$ cat src/rtl/crc32_pkg.sv
// crc32_pkg: shared constants, FSM state type and the single-byte update
// function for the IEEE 802.3 CRC-32 stream engine (reflected, LSB first).
package crc32_pkg;

  localparam logic [31:0] CRC32_POLY    = 32'hEDB8_8320;
  localparam logic [31:0] CRC32_INIT    = 32'hFFFF_FFFF;
  localparam logic [31:0] CRC32_XOROUT  = 32'hFFFF_FFFF;
  localparam logic [31:0] CRC32_RESIDUE = 32'hDEBB_20E3;

  typedef enum logic [1:0] {
    ST_RUN  = 2'd0,
    ST_TAIL = 2'd1,
    ST_DONE = 2'd2
  } crc32_state_t;

  // One byte folded into the register, bit 0 of the byte first.
  function automatic logic [31:0] crc32_step_byte(input logic [31:0] crc,
                                                  input logic [7:0]  data);
    logic [31:0] c;
    c = crc ^ {24'h0, data};
    for (int unsigned i = 0; i < 8; i++) begin
      c = c[0] ? ((c >> 1) ^ CRC32_POLY) : (c >> 1);
    end
    return c;
  endfunction

endpackage

$ cat src/rtl/crc32_comb.sv
// crc32_comb: combinational CRC-32 update over BYTES bytes in one step.
// Ports:
//   i_crc  - running CRC register in (pre-inversion)
//   i_data - BYTES bytes, byte 0 in bits [7:0] and folded first
//   o_crc  - updated CRC register
module crc32_comb
  import crc32_pkg::*;
#(
  parameter int BYTES = 8
) (
  input  logic [31:0]        i_crc,
  input  logic [8*BYTES-1:0] i_data,
  output logic [31:0]        o_crc
);

  always_comb begin
    o_crc = i_crc;
    for (int unsigned k = 0; k < BYTES; k++) begin
      o_crc = crc32_step_byte(o_crc, i_data[8*k +: 8]);
    end
  end

endmodule

$ cat src/rtl/crc32_stream.sv
// crc32_stream: streaming IEEE 802.3 CRC-32 over BYTES-wide beats.
// Full beats fold in one cycle; a partial last beat is folded one byte per
// cycle in TAIL. The result is presented for one cycle in DONE, which can
// also accept the first beat of the next frame.
// Ports:
//   clk, rst       - clock, asynchronous active-high reset
//   s_valid/ready  - beat handshake
//   s_data         - beat data, byte k = s_data[8k+7:8k], byte 0 first
//   s_last         - final beat of frame
//   s_nbytes       - valid bytes in last beat (0 = all BYTES)
//   s_abort        - discard the frame in progress (highest priority)
//   crc_out        - final CRC of most recent frame, held between pulses
//   crc_valid      - one-cycle pulse when crc_out updates
//   crc_ok         - FCS residue check (only with CRC32_STREAM_CHECK_EN)
// Optional feature macro: CRC32_STREAM_CHECK_EN
module crc32_stream
  import crc32_pkg::*;
#(
  parameter int BYTES = 8,
  parameter int NB_W  = (BYTES > 1) ? $clog2(BYTES) : 1
) (
  input  logic               clk,
  input  logic               rst,
  input  logic               s_valid,
  output logic               s_ready,
  input  logic [8*BYTES-1:0] s_data,
  input  logic               s_last,
  input  logic [NB_W-1:0]    s_nbytes,
  input  logic               s_abort,
  output logic [31:0]        crc_out,
  output logic               crc_valid
`ifdef CRC32_STREAM_CHECK_EN
  ,
  output logic               crc_ok
`endif
);

  crc32_state_t       r_state, w_state_nxt;
  logic [31:0]        r_crc, w_crc_nxt;
  logic [8*BYTES-1:0] r_tail_data, w_tail_data_nxt;
  logic [NB_W-1:0]    r_tail_cnt, w_tail_cnt_nxt;
  logic [31:0]        r_crc_out, w_crc_out_nxt;
  logic               r_crc_valid, w_crc_valid_nxt;

  logic [31:0]        w_beat_crc;
  logic [31:0]        w_byte_crc;
  logic [31:0]        w_final;
  logic               w_finish;
  logic               w_accept;
  logic               w_partial;

  crc32_comb #(.BYTES(BYTES)) u_comb (
    .i_crc  (r_crc),
    .i_data (s_data),
    .o_crc  (w_beat_crc)
  );

  assign w_byte_crc = crc32_step_byte(r_crc, r_tail_data[7:0]);
  assign s_ready    = (r_state != ST_TAIL);
  assign w_accept   = s_valid && s_ready;
  assign w_partial  = (BYTES > 1) && s_last && (s_nbytes != '0);
  assign crc_out    = r_crc_out;
  assign crc_valid  = r_crc_valid;

  // The running CRC already reloads INIT on entry to DONE, so a beat taken
  // in DONE needs no separate seed mux.
  always_comb begin
    w_state_nxt     = r_state;
    w_crc_nxt       = r_crc;
    w_tail_data_nxt = r_tail_data;
    w_tail_cnt_nxt  = r_tail_cnt;
    w_crc_out_nxt   = r_crc_out;
    w_crc_valid_nxt = 1'b0;
    w_finish        = 1'b0;
    w_final         = w_beat_crc;
    if (s_abort) begin
      w_state_nxt    = ST_RUN;
      w_crc_nxt      = CRC32_INIT;
      w_tail_cnt_nxt = '0;
    end else begin
      case (r_state)
        ST_RUN, ST_DONE: begin
          w_state_nxt = ST_RUN;
          if (w_accept) begin
            if (w_partial) begin
              w_state_nxt     = ST_TAIL;
              w_tail_data_nxt = s_data;
              w_tail_cnt_nxt  = s_nbytes;
            end else if (s_last) begin
              w_finish = 1'b1;
              w_final  = w_beat_crc;
            end else begin
              w_crc_nxt = w_beat_crc;
            end
          end
        end
        ST_TAIL: begin
          w_crc_nxt       = w_byte_crc;
          w_tail_data_nxt = r_tail_data >> 8;
          w_tail_cnt_nxt  = r_tail_cnt - NB_W'(1);
          if (r_tail_cnt == NB_W'(1)) begin
            w_finish = 1'b1;
            w_final  = w_byte_crc;
          end
        end
        default: w_state_nxt = ST_RUN;
      endcase
      if (w_finish) begin
        w_state_nxt     = ST_DONE;
        w_crc_nxt       = CRC32_INIT;
        w_crc_out_nxt   = w_final ^ CRC32_XOROUT;
        w_crc_valid_nxt = 1'b1;
      end
    end
  end

  always_ff @(posedge clk or posedge rst) begin
    if (rst) begin
      r_state <= ST_RUN;
    end else begin
      r_state <= w_state_nxt;
    end
  end

  always_ff @(posedge clk or posedge rst) begin
    if (rst) begin
      r_crc       <= CRC32_INIT;
      r_tail_data <= '0;
      r_tail_cnt  <= '0;
      r_crc_out   <= '0;
      r_crc_valid <= 1'b0;
    end else begin
      r_crc       <= w_crc_nxt;
      r_tail_data <= w_tail_data_nxt;
      r_tail_cnt  <= w_tail_cnt_nxt;
      r_crc_out   <= w_crc_out_nxt;
      r_crc_valid <= w_crc_valid_nxt;
    end
  end

`ifdef CRC32_STREAM_CHECK_EN
  logic r_crc_ok;

  always_ff @(posedge clk or posedge rst) begin
    if (rst) begin
      r_crc_ok <= 1'b0;
    end else if (w_finish) begin
      r_crc_ok <= (w_final == CRC32_RESIDUE);
    end
  end

  assign crc_ok = r_crc_ok;
`endif

endmodule

$ cat config.mk
export PLATFORM = sky130hd
export DESIGN_NAME = crc32_stream
export DESIGN_NICKNAME = d
export VERILOG_FILES = /design/src/rtl/crc32_pkg.sv /design/src/rtl/crc32_comb.sv /design/src/rtl/crc32_stream.sv
export SDC_FILE = /design/constraint.sdc
export NUM_CORES = 1
export LEC_CHECK = 0
export CAP_MARGIN = 20
export CORE_ASPECT_RATIO = 0.6
export CORE_UTILIZATION = 67
export CTS_BUF_LIST = sky130_fd_sc_hd__clkbuf_4 sky130_fd_sc_hd__clkbuf_8
export DETAILED_ROUTE_END_ITERATION = 10
export PLACE_DENSITY = 0.87
export SYNTH_ARGS = -nofsm -noshare
export SYNTH_HDL_FRONTEND = slang
export SYNTH_HIERARCHICAL = 1
export SYNTH_SLANG_ARGS = --single-unit
export TNS_END_PERCENT = 30
$ cat constraint.sdc
create_clock -name clk -period 12.4 [get_ports clk]
set_input_delay 2.48 -clock clk [delete_from_list [all_inputs] [get_ports clk]]
set_output_delay 2.48 -clock clk [all_outputs]
set_load 0.01 [all_outputs]
==> results by group <==
Place
  • Final Wtd Congestion: between 1 and 1.5
  • DP HPWL: roughly 33 mm
  • I/O Buffers: about 110

Critical path
  • Crit-path slowest cell: xnor3_1
  • Worst EP required: ~13 ns
  • Startpoint type of the worst setup path: input port
  • Crit path cell chain: clkdlybuf4s50_1 -> xnor2_1 -> xor2_1 -> xnor3_1 -> xor2_2 -> xnor3_1 -> xnor2_1 -> xnor3_2 -> xor2_2 -> xnor3_1 -> xnor2_2 -> xnor2_2 -> xor2_2 -> xor3_1 -> nor2_1 -> a21oi_1 -> a21oi_1
  • CP Data Arrival Time: 9.82 ns
  • Crit path max-delay family: XOR/XNOR gates
  • Worst R2R Setup Slack: 5.02 ns
  • Origin of the critical flop-to-flop path: r_crc[5]$_DFFE_PP1P_
  • CP Max Fanout: 6
  • Critical path class: in2reg
  • CP Capture Type: flop
  • Critical Path Start: s_data[11]
  • Worst path max stage delay: 0.62 ns
  • Worst Path Buf+Inv: 1

Floorplanning
  • Die ar.: 21,800 um^2
  • Core Region: slightly above 20,000 um^2
  • Initial core utilization: 0.698
  • Die width: between 150 and 200 um
  • Rows: 40
  • I/O pins: 106
  • Die Ht: 115 um

Global routing
  • GRT Util Overall: 0.404
  • Antenna violations before repair: 0
  • Met1 usage: 0.628
  • GR peak layer: met1
  • Number of global-route vias before repair: 9,728
  • Met2 usage: 0.540
  • Met3 Track Usage GR: 0.153
  • Grt ovf: 0
  • Largest net degree at the start of global routing: 85
  • First-pass GRT wire length: approximately 63 mm

Drt
  • Pre-antenna DRT Iters: 6
  • Routed len/inst: 26.7 um
  • Routed wire length: 42.3 mm
  • DRC: 0
  • Routed vias: a little over 10k
  • Vias per inst: 6.38
  • First DRT Iteration DRCs: ~1.4k
  • Remaining antenna violation count after routing: 0

Cells and area
  • FILL cells: around 1.3k
  • Nets: 1,374
  • # diodes: 0
  • Share of cells above drive strength 1: 0.130
  • Area growth syn-to-layout: 12.4%

Logic synthesis
  • Count of cell types in the netlist: 48
  • Post-synth EDFFs: 0
  • Share of Yosys cell area claimed by the top area cell type: 0.198
  • Sequential fraction of the synthesis area: 0.239
  • Leading post-synthesis cells by cell area: xnor3_1, dfrtp_1, xnor2_1
  • Synth Register Bits: 134
  • Gate Count Post-Synth: 1,211
  • Ys async rst share: 1.00
  • Synth Flop Type: dfrtp_1
  • Top cells by count, synth: xnor2_1, nand2_1, xnor3_1
  • Dominant cell type by area after synthesis: xnor3_1
  • Yosys warning count: 6
  • Count leader, synth: xnor2_1
  • Post-Syn Area per Cell: 11.7 um^2
  • Synth Cell Area: 14,200 um^2
  • Synthesized net count: 1,285

Status
  • Status: complete, no violations

Clocking
  • Post-CTS Resized: 0
  • CTS buffer count: 17
  • CTS max path bufs: 2
  • Cts hold-fix bufs: 0
  • Setup Buffers After CTS: 0
  • Clk root buf: clkbuf_8
  • Clk slew on worst S/H paths: 0.08 ns
  • H-tree lvl count: 4
  • Clock Sink Count: 134
  • TritonCTS clock tree: yes
  • Clock Latency Late Sink: 0.48 ns

Timing
  • # setup viols final: 0
  • RSZ-0062 raised after global routing: false
  • Final hold viol count: 0
  • Worst Hold Margin: 0.487 ns
  • Fmax: 106 MHz
  • Headroom to the max-slew limit: 0.385
  • Clock period minus worst slack: around 9.4 ns
  • Least-Margin Pin Slew: 0.920 ns
  • Skew final: roughly 0.017 ns
  • Final TNS setup: 0 ns
  • Final Max Slew Viols: 0
  • Final period util: 0.760

Min path
  • Hold WC Path Type: reg2reg
  • Min-delay src: r_tail_data[58]$_DFFE_PP0P_

Run
  • Max-Cap Viols: 0
==> kinds of logic after synthesis <==
family / Yosys count / synth area share
AOI/OAI and AO/OA: 151 / 0.0619
xor gates and xnor gates: 578 / 0.569
adders and majority gates: 2 / 0.00176
buffers and inverters: 54 / 0.0146
DFF: 134 / 0.239
muxes: 73 / 0.0524
and+or+nand+nor: 219 / 0.0621
==> state kept, by name, indices dropped and copies added, names as in the netlist <==
register     flops
r_state          2
r_tail_cnt       3
r_tail_data     64
crc_out         32
r_crc           32
crc_valid        1
==> worst register-to-register path, cell delays in order (launching register included) <==
cell and delay [ns]:
dfstp_2 0.72, xnor2_2 0.27, xor2_1 0.38, xnor3_1 0.61, xor2_2 0.43, xnor3_1 0.59, xnor2_1 0.58, xnor3_2 0.57
xor2_2 0.43, xnor3_1 0.62, xnor2_2 0.22, xnor2_2 0.42, xor2_2 0.49, xor3_1 0.58, nor2_1 0.14, a21oi_1 0.09
a21oi_1 0.18
==> per-layer routing <==
metal,up-vias,share of wire
li1,4279,-
met1,5072,0.45
met2,694,0.39
met3,68,0.15
met4,0,0.014
met5,-,0
==> cell type report <==
class | instances | area [um^2] | area share
Inverter | 9 | 38.8 | 0.00243
Clock inverter | 13 | 171 | 0.0107
Sequential cell | 134 | 3390 | 0.212
Tap cell | 273 | 342 | 0.0214
Multi-Input combinational cell | 1023 | 10700 | 0.667
Timing Repair Buffer | 115 | 1130 | 0.0707
Clock buffer | 19 | 249 | 0.0156
==> layout by cell type, fill, tap and decap left out, types with 17 or more instances in the layout <==
cell type,netlist,final
a32oi_1,19,19
clkbuf_8,0,17
clkdlybuf4s50_1,0,105
dfrtp_1,102,102
dfstp_2,32,32
mux2i_1,62,62
nand2_1,167,167
nor2_1,26,26
o21ai_0,92,92
xnor2_1,266,266
xnor2_2,32,32
xnor3_1,125,125
xor2_1,83,83
xor3_1,26,26
==> worst paths after layout <==
path,endpoint,cells after the start
min in group asynchronous,r_tail_data[20]$_DFFE_PP0P_,2
max in group asynchronous,r_tail_cnt[1]$_DFFE_PP0P_,3
worst min-delay path,r_tail_data[58]$_DFFE_PP0P_,2
worst max register to register,crc_out[26]$_DFFE_PP0P_,16
worst min register to register,r_tail_data[58]$_DFFE_PP0P_,2
worst max-delay path,crc_out[26]$_DFFE_PP0P_,17
==> stage by stage <==
stage	setup WS (ns)	cells	utilization	instance area, um^2
2_1_floorplan	4.23	1211	-	14200
3_3_place_gp	2.78	1553	0.763	15500
3_5_place_dp	2.78	1554	0.764	15600
4_1_cts	3.22	1586	0.784	16000
5_1_grt	2.83	1586	0.784	16000
6_report	2.97	1586	0.784	16000
Power is not shown: default switching activity piles up to over one toggle a cycle in this logic, so the estimate is an artifact.
